===== src/rtl/serial_link_bringup_ctrl.sv =====
// -----------------------------------------------------------------------------
// serial_link_bringup_ctrl
//
// Sequences the power-up of up to NumLinks serial link instances over a simple
// valid/ready register bus. For every link selected in the start mask, in
// ascending index order, it performs:
//   reset deassert -> reset assert -> clock enable -> TX/RX allocator config
//   -> settle wait -> de-isolate -> poll the isolated status until it reads 0
// A bus error response or a poll timeout stops the sequence with error_o set
// and fail_idx_o pointing at the offending link. Links already brought up keep
// their link_up_o bit.
//
// Ports
//   clk_i          clock, all logic on the rising edge
//   rst_i          asynchronous, active-high reset
//   start_i        pulse; starts a sequence when not busy
//   link_mask_i    links to bring up, sampled with an accepted start_i
//   reg_valid_o    register request valid (held until reg_ready_i)
//   reg_write_o    1 = write, 0 = read
//   reg_addr_o     request address
//   reg_wdata_o    write data
//   reg_wstrb_o    byte strobes, always all ones
//   reg_ready_i    request completes in the cycle this is high
//   reg_error_i    error response, qualified by reg_ready_i
//   reg_rdata_i    read data, qualified by reg_ready_i
//   busy_o         sequence in progress
//   done_o         sequence finished successfully (held)
//   error_o        sequence finished with a fault (held)
//   link_up_o      per-link "brought up" flags
//   fail_idx_o     index of the link that caused error_o
// -----------------------------------------------------------------------------
module serial_link_bringup_ctrl #(
    parameter int          NumLinks       = 2,
    parameter logic [31:0] LinkBaseAddr   = 32'h0,
    parameter logic [31:0] LinkStride     = 32'h1000,
    parameter logic [31:0] CtrlOffset     = 32'h0,
    parameter logic [31:0] AllocTxOffset  = 32'h8,
    parameter logic [31:0] AllocRxOffset  = 32'hC,
    parameter logic [31:0] IsolatedOffset = 32'h4,
    parameter int unsigned SettleCycles   = 50,
    parameter int unsigned MaxPolls       = 64,
    localparam int         IdxW           = (NumLinks > 1) ? $clog2(NumLinks) : 1
) (
    input  logic                clk_i,
    input  logic                rst_i,
    input  logic                start_i,
    input  logic [NumLinks-1:0] link_mask_i,
    output logic                reg_valid_o,
    output logic                reg_write_o,
    output logic [31:0]         reg_addr_o,
    output logic [31:0]         reg_wdata_o,
    output logic [3:0]          reg_wstrb_o,
    input  logic                reg_ready_i,
    input  logic                reg_error_i,
    input  logic [31:0]         reg_rdata_i,
    output logic                busy_o,
    output logic                done_o,
    output logic                error_o,
    output logic [NumLinks-1:0] link_up_o,
    output logic [IdxW-1:0]     fail_idx_o
);

    // SettleCycles = 0 behaves like 1: the SETTLE state always lasts at least
    // one cycle.
    localparam logic [31:0] SettleLoad = (SettleCycles == 0) ? 32'd0 : 32'(SettleCycles - 1);

    typedef enum logic [3:0] {
        IDLE,
        WR_RST_DEASSERT,
        WR_RST_ASSERT,
        WR_CLK_EN,
        WR_ALLOC_TX,
        WR_ALLOC_RX,
        SETTLE,
        WR_DEISO,
        RD_ISO,
        NEXT,
        DONE,
        ERR
    } state_t;

    state_t              state_reg, state_next;
    logic [IdxW-1:0]     idx_reg, idx_next;
    logic [NumLinks-1:0] mask_reg, mask_next;
    logic [NumLinks-1:0] link_up_reg, link_up_next;
    logic [IdxW-1:0]     fail_idx_reg, fail_idx_next;
    logic [31:0]         settle_cnt_reg, settle_cnt_next;
    logic [31:0]         poll_cnt_reg, poll_cnt_next;
    logic                valid_reg, valid_next;
    logic                write_reg, write_next;
    logic [31:0]         addr_reg, addr_next;
    logic [31:0]         wdata_reg, wdata_next;

    // ---------------------------------------------------------------------
    // Link selection helpers
    // ---------------------------------------------------------------------
    logic [IdxW-1:0]     first_idx;
    logic [NumLinks-1:0] above_mask;
    logic [IdxW-1:0]     next_idx;
    logic                has_above;

    // Lowest set bit of the incoming mask: scan downwards so the last hit wins.
    always_comb begin
        first_idx = '0;
        for (int i = NumLinks - 1; i >= 0; i--) begin
            if (link_mask_i[i]) begin
                first_idx = IdxW'(i);
            end
        end
    end

    // Latched mask bits strictly above the current link.
    genvar gi;
    generate
        for (gi = 0; gi < NumLinks; gi++) begin : g_above
            assign above_mask[gi] = mask_reg[gi] && (IdxW'(gi) > idx_reg);
        end
    endgenerate

    always_comb begin
        next_idx = '0;
        for (int i = NumLinks - 1; i >= 0; i--) begin
            if (above_mask[i]) begin
                next_idx = IdxW'(i);
            end
        end
    end

    assign has_above = |above_mask;

    // ---------------------------------------------------------------------
    // Request decode for the current bus state
    // ---------------------------------------------------------------------
    logic [31:0] link_base;
    logic [31:0] issue_off;
    logic [31:0] issue_data;
    logic        issue_write;

    assign link_base = LinkBaseAddr + 32'(idx_reg) * LinkStride;

    always_comb begin
        issue_off   = CtrlOffset;
        issue_data  = 32'h0;
        issue_write = 1'b1;
        case (state_reg)
            WR_RST_DEASSERT: issue_data = 32'h300;
            WR_RST_ASSERT:   issue_data = 32'h302;
            WR_CLK_EN:       issue_data = 32'h303;
            WR_ALLOC_TX: begin
                issue_off  = AllocTxOffset;
                issue_data = 32'h3;
            end
            WR_ALLOC_RX: begin
                issue_off  = AllocRxOffset;
                issue_data = 32'h3;
            end
            WR_DEISO:        issue_data = 32'h03;
            RD_ISO: begin
                issue_off   = IsolatedOffset;
                issue_write = 1'b0;
            end
            default: ;
        endcase
    end

    // ---------------------------------------------------------------------
    // Next-state logic
    // ---------------------------------------------------------------------
    always_comb begin
        state_next      = state_reg;
        idx_next        = idx_reg;
        mask_next       = mask_reg;
        link_up_next    = link_up_reg;
        fail_idx_next   = fail_idx_reg;
        settle_cnt_next = settle_cnt_reg;
        poll_cnt_next   = poll_cnt_reg;
        valid_next      = valid_reg;
        write_next      = write_reg;
        addr_next       = addr_reg;
        wdata_next      = wdata_reg;

        case (state_reg)
            IDLE, DONE, ERR: begin
                if (start_i) begin
                    mask_next     = link_mask_i;
                    link_up_next  = '0;
                    fail_idx_next = '0;
                    poll_cnt_next = '0;
                    if (|link_mask_i) begin
                        idx_next   = first_idx;
                        state_next = WR_RST_DEASSERT;
                    end else begin
                        state_next = DONE;
                    end
                end
            end

            WR_RST_DEASSERT, WR_RST_ASSERT, WR_CLK_EN, WR_ALLOC_TX,
            WR_ALLOC_RX, WR_DEISO, RD_ISO: begin
                // Entering a bus state always finds valid low (either from idle
                // or from the previous completion), which gives the mandatory
                // one-cycle gap between transfers.
                if (!valid_reg) begin
                    valid_next = 1'b1;
                    write_next = issue_write;
                    addr_next  = link_base + issue_off;
                    wdata_next = issue_data;
                end else if (reg_ready_i) begin
                    valid_next = 1'b0;
                    if (reg_error_i) begin
                        state_next    = ERR;
                        fail_idx_next = idx_reg;
                    end else begin
                        case (state_reg)
                            WR_RST_DEASSERT: state_next = WR_RST_ASSERT;
                            WR_RST_ASSERT:   state_next = WR_CLK_EN;
                            WR_CLK_EN:       state_next = WR_ALLOC_TX;
                            WR_ALLOC_TX:     state_next = WR_ALLOC_RX;
                            WR_ALLOC_RX: begin
                                state_next      = SETTLE;
                                settle_cnt_next = SettleLoad;
                            end
                            WR_DEISO:        state_next = RD_ISO;
                            RD_ISO: begin
                                if (reg_rdata_i == 32'h0) begin
                                    link_up_next[idx_reg] = 1'b1;
                                    state_next            = NEXT;
                                end else if (poll_cnt_reg + 32'd1 >= MaxPolls) begin
                                    state_next    = ERR;
                                    fail_idx_next = idx_reg;
                                end else begin
                                    // Stay in RD_ISO; the read is reissued
                                    // after the gap cycle.
                                    poll_cnt_next = poll_cnt_reg + 32'd1;
                                end
                            end
                            default: ;
                        endcase
                    end
                end
            end

            SETTLE: begin
                if (settle_cnt_reg == 32'h0) begin
                    state_next = WR_DEISO;
                end else begin
                    settle_cnt_next = settle_cnt_reg - 32'd1;
                end
            end

            NEXT: begin
                if (has_above) begin
                    idx_next      = next_idx;
                    poll_cnt_next = '0;
                    state_next    = WR_RST_DEASSERT;
                end else begin
                    state_next = DONE;
                end
            end

            default: state_next = IDLE;
        endcase
    end

    // ---------------------------------------------------------------------
    // State registers
    // ---------------------------------------------------------------------
    always_ff @(posedge clk_i or posedge rst_i) begin
        if (rst_i) begin
            state_reg      <= IDLE;
            idx_reg        <= '0;
            mask_reg       <= '0;
            link_up_reg    <= '0;
            fail_idx_reg   <= '0;
            settle_cnt_reg <= '0;
            poll_cnt_reg   <= '0;
            valid_reg      <= 1'b0;
            write_reg      <= 1'b0;
            addr_reg       <= '0;
            wdata_reg      <= '0;
        end else begin
            state_reg      <= state_next;
            idx_reg        <= idx_next;
            mask_reg       <= mask_next;
            link_up_reg    <= link_up_next;
            fail_idx_reg   <= fail_idx_next;
            settle_cnt_reg <= settle_cnt_next;
            poll_cnt_reg   <= poll_cnt_next;
            valid_reg      <= valid_next;
            write_reg      <= write_next;
            addr_reg       <= addr_next;
            wdata_reg      <= wdata_next;
        end
    end

    // ---------------------------------------------------------------------
    // Outputs
    // ---------------------------------------------------------------------
    assign reg_valid_o = valid_reg;
    assign reg_write_o = write_reg;
    assign reg_addr_o  = addr_reg;
    assign reg_wdata_o = wdata_reg;
    assign reg_wstrb_o = 4'hF;
    assign busy_o      = (state_reg != IDLE) && (state_reg != DONE) && (state_reg != ERR);
    assign done_o      = (state_reg == DONE);
    assign error_o     = (state_reg == ERR);
    assign link_up_o   = link_up_reg;
    assign fail_idx_o  = fail_idx_reg;

endmodule


===== config.mk =====
export PLATFORM = sky130hd
export DESIGN_NAME = serial_link_bringup_ctrl
export DESIGN_NICKNAME = d
export VERILOG_FILES = /design/src/rtl/serial_link_bringup_ctrl.sv
export SDC_FILE = /design/constraint.sdc
export NUM_CORES = 1
export LEC_CHECK = 0
export CORE_ASPECT_RATIO = 1.75
export CORE_MARGIN = 5
export CORE_UTILIZATION = 45
export DETAILED_ROUTE_END_ITERATION = 16
export GPL_TIMING_DRIVEN = 0
export HOLD_SLACK_MARGIN = 0.05
export MAX_ROUTING_LAYER = met4
export PLACE_DENSITY = 0.8
export SKIP_LAST_GASP = 1
export SYNTH_ARGS = -nofsm -noshare
export SYNTH_HDL_FRONTEND = slang
export SYNTH_SLANG_ARGS = --single-unit
export TNS_END_PERCENT = 20

===== constraint.sdc =====
create_clock -name clk_i -period 8.45 [get_ports clk_i]
set_clock_uncertainty 0.1 [all_clocks]
set_input_delay 2.1125 -clock clk_i [delete_from_list [all_inputs] [get_ports clk_i]]
set_output_delay 2.1125 -clock clk_i [all_outputs]
set_load 0.05 [all_outputs]

==> results.cfg <==
[status]
status = finished, final reports clean

[clocking]
htree_levels = 3
clk_latency_ps = 340
root_buffer = clkbuf_16
clockBufferDepth = 2
cts.sinks = 81
cts_buffers = 9
clk_pin_slew_ps = 60
cts.repair.resized = 0
holdBufCountCts = 0
cts_tree = built
cts_setup_buffers = 0

[placement]
gp_congestion = 0.947
dp.cells = 862
hpwl_um = 10700
placed_area_sq_mm = 0.00620
numPortBuffers = 53

[routing]
wl_per_cell_um = 16.5
wl_um = 14500
ant_nets = 0
vias = 5025
routed_via_density = 5.72
drc = 0
dr.pass1.iters = 5
drt-initial-drc-count = 240

[synth]
synth_seq_area_share_pct = 38.6
synth-edff-count = 0
mappedNetlistArea_sq_mm = 0.00525
synth_top_area_share_pct = 38.6
async_reset_ff_share_pct = 100
yosysWarnings = 0
ys_top_cells_by_area = dfrtp_1, buf_4, and3_1, o21ai_0, nand2_1
avgSynthCellArea_sq_um = 8.55
synth_cell_types = 70
synth-seq-cells = 81
synthCells = 614
yosys_most_used_dff = dfrtp_1
yosys.area.top_type = dfrtp_1

[die]
io_pins = 115
coreArea_sq_mm = 0.0115
fp-row-count = 52
start_util_pct = 45.6
die_h_um = 153
die_x_um = 91.6
fp.dieArea_sq_mm = 0.0140

[timing]
setup-violations-final = 0
totalNegativeSetupSlack_ps = 0
fin_crit_sh_pct = 58.9
rsz0062_at_grt = no
drv_slew = 0
worst-slew-pin-transition_ps = 822
fin_crit_ps = 4980
hold_violations = 0
max_freq_mhz = 201
slew_headroom_pct = 44.8

[final_layout]
instances_no_fill = 878
fill_cells = 1034
final_layout_size_suffix_gt1_share_pct = 13.2
syn_to_final_growth_pct = 24.1
fin_nets = 779
final_cell_area_sq_mm = 0.00651
final_core_util_pct = 56.6
insertedDiodeCount = 0

[global_route]
grt_max_degree = 57
grt_overflow = 0
grt_pass1_vias = 4964
antenna_found_initial = 0
track_usage_pct = 20.9
grt_pass1_wl_um = 23400

[critical_path]
startpoint_type = register
criticalPathCategory = register to output pin
timing.rr.end = settle_cnt_reg[23]
slowest_delay_ps = 760
crit_slowest_cell = clkdlybuf4s50_1
r2r_start = settle_cnt_reg[0]
crit_fanout = 10
reg2reg_slack_ps = 4720
crit_chain = clkbuf_1 -> nand2_1 -> a21oi_1 -> inv_1 -> clkdlybuf4s50_1
rr_worst_depth = 13
crit_path_end_kind = output pin
cp_num_buf_inv = 3
crit_family = buffers and inverters
cp.arrival_ps = 2760
crit_required_ps = 6240

[min_path]
hold_class = register to register
holdPathEnd = link_up_o[1]
holdCritStartpoint = link_up_o[1]
hold_depth = 2

[power_and_ir_drop]
power_frac_seq_pct = 31.1
p_leak_nw = 2.93
power_density_mw_per_mm2 = 292
peakVddDrop_v = 0.000224
switchingPower_mw = 0.865
combPwrFrac_pct = 47.0
switching_share_pct = 45.5
clkPwrFrac_pct = 21.9
intPower_mw = 1.03

[run]
cap_violations = 0
-- how the worst max path moves through the flow --
stage	startpoint	end	depth (start not counted)
final	state_reg[1]	busy_o	5
after global routing	state_reg[1]	busy_o	5
after CTS	state_reg[1]	busy_o	5
after detailed placement	state_reg[1]	busy_o	5
after global placement	rst_i	reg_wdata_o[8]	2
after floorplan	rst_i	fail_idx_o	1
-- kinds of logic after synthesis --
family	count (synthesis)	synth area share, %
AO/OA/AOI/OAI	136	17.0
adder cells (fa/ha/maj)	2	0.477
multiplexers	6	1.22
flip-flops	81	38.6
AND/OR/NAND/NOR	261	27.1
other	2	0.143
buffers and inverters	107	12.3
XOR/XNOR	19	3.17
-- per-layer routing --
layer / vias up / GRT usage [%] / share of wire [%]
met2: 187 / 37.0 / 55
met4: 0 / 10.2 / 3.3
met3: 39 / 2.85 / 4.2
li1: 2380 / - / -
met5: - / - / 0
met1: 2419 / 22.6 / 38
-- Yosys cell counts (3+ instances only) --
library cell,n
a2111oi_0,3
a211oi_1,3
a21oi_1,26
a311oi_1,4
a31oi_1,5
and2_1,3
and3_1,33
buf_2,3
buf_4,62
clkbuf_1,23
dfrtp_1,81
inv_1,16
mux2i_1,3
nand2_1,51
nand2b_1,4
nand3_1,23
nand3b_1,3
nand4_1,13
nor2_1,49
nor2b_1,5
nor3_1,18
nor4_1,27
o211ai_1,4
o21a_1,3
o21ai_0,40
o21ai_1,3
o311ai_0,4
o31ai_1,9
o41ai_1,6
or2_2,6
or3_1,6
or4_1,5
xnor2_1,11
xor2_1,8
-- cell type report --
| cell class | instances | area, sq um | area share (%) |
|---|---|---|---|
| clock inverters | 5 | 80.1 | 1.23 |
| inverters | 17 | 66.3 | 1.02 |
| plain buffers | 90 | 582 | 8.93 |
| multi-input cells | 485 | 2800 | 43.0 |
| flip-flops and latches | 81 | 2030 | 31.1 |
| well taps | 135 | 169 | 2.59 |
| clock buffers | 11 | 233 | 3.57 |
| repair buffers | 54 | 558 | 8.57 |
-- worst min-delay path, cell delays in order, from the launching register on --
cell,delay (ps)
dfrtp_1,340
nand2_1,50
o21ai_0,60
-- metrics by stage --
step                      hold slack [ps]  total power, mW  setup slack (ps)
after floorplan                       342             1.21              4160
after global placement                373             1.43              2870
after global routing                  412             2.01              3300
final                                 383             1.90              3470
after detailed placement              378             1.47              3900
after CTS                             391             1.89              3510
-- power groups by stage --
stage	clock [mW]	sequential (mW)	combinational, mW
after floorplan	0	0.642	0.572
after global placement	0	0.585	0.848
after detailed placement	0	0.590	0.878
after CTS	0.423	0.586	0.883
after global routing	0.440	0.601	0.970
final	0.416	0.590	0.893
-- cells in the final DEF, fill, tap and decap left out, drive strengths merged, types with 11 or more instances in the layout --
cell	netlist	final
conb	2	61
nor2	49	49
buf	67	68
clkbuf	23	34
inv	16	16
nor3	18	18
dfrtp	81	81
nor4	29	29
o21ai	43	43
and3	33	33
nand4	16	16
nand3	23	23
xnor2	11	11
clkdlybuf4s50	0	53
a21oi	26	26
nand2	51	51
(Power assumes the default switching activity.)
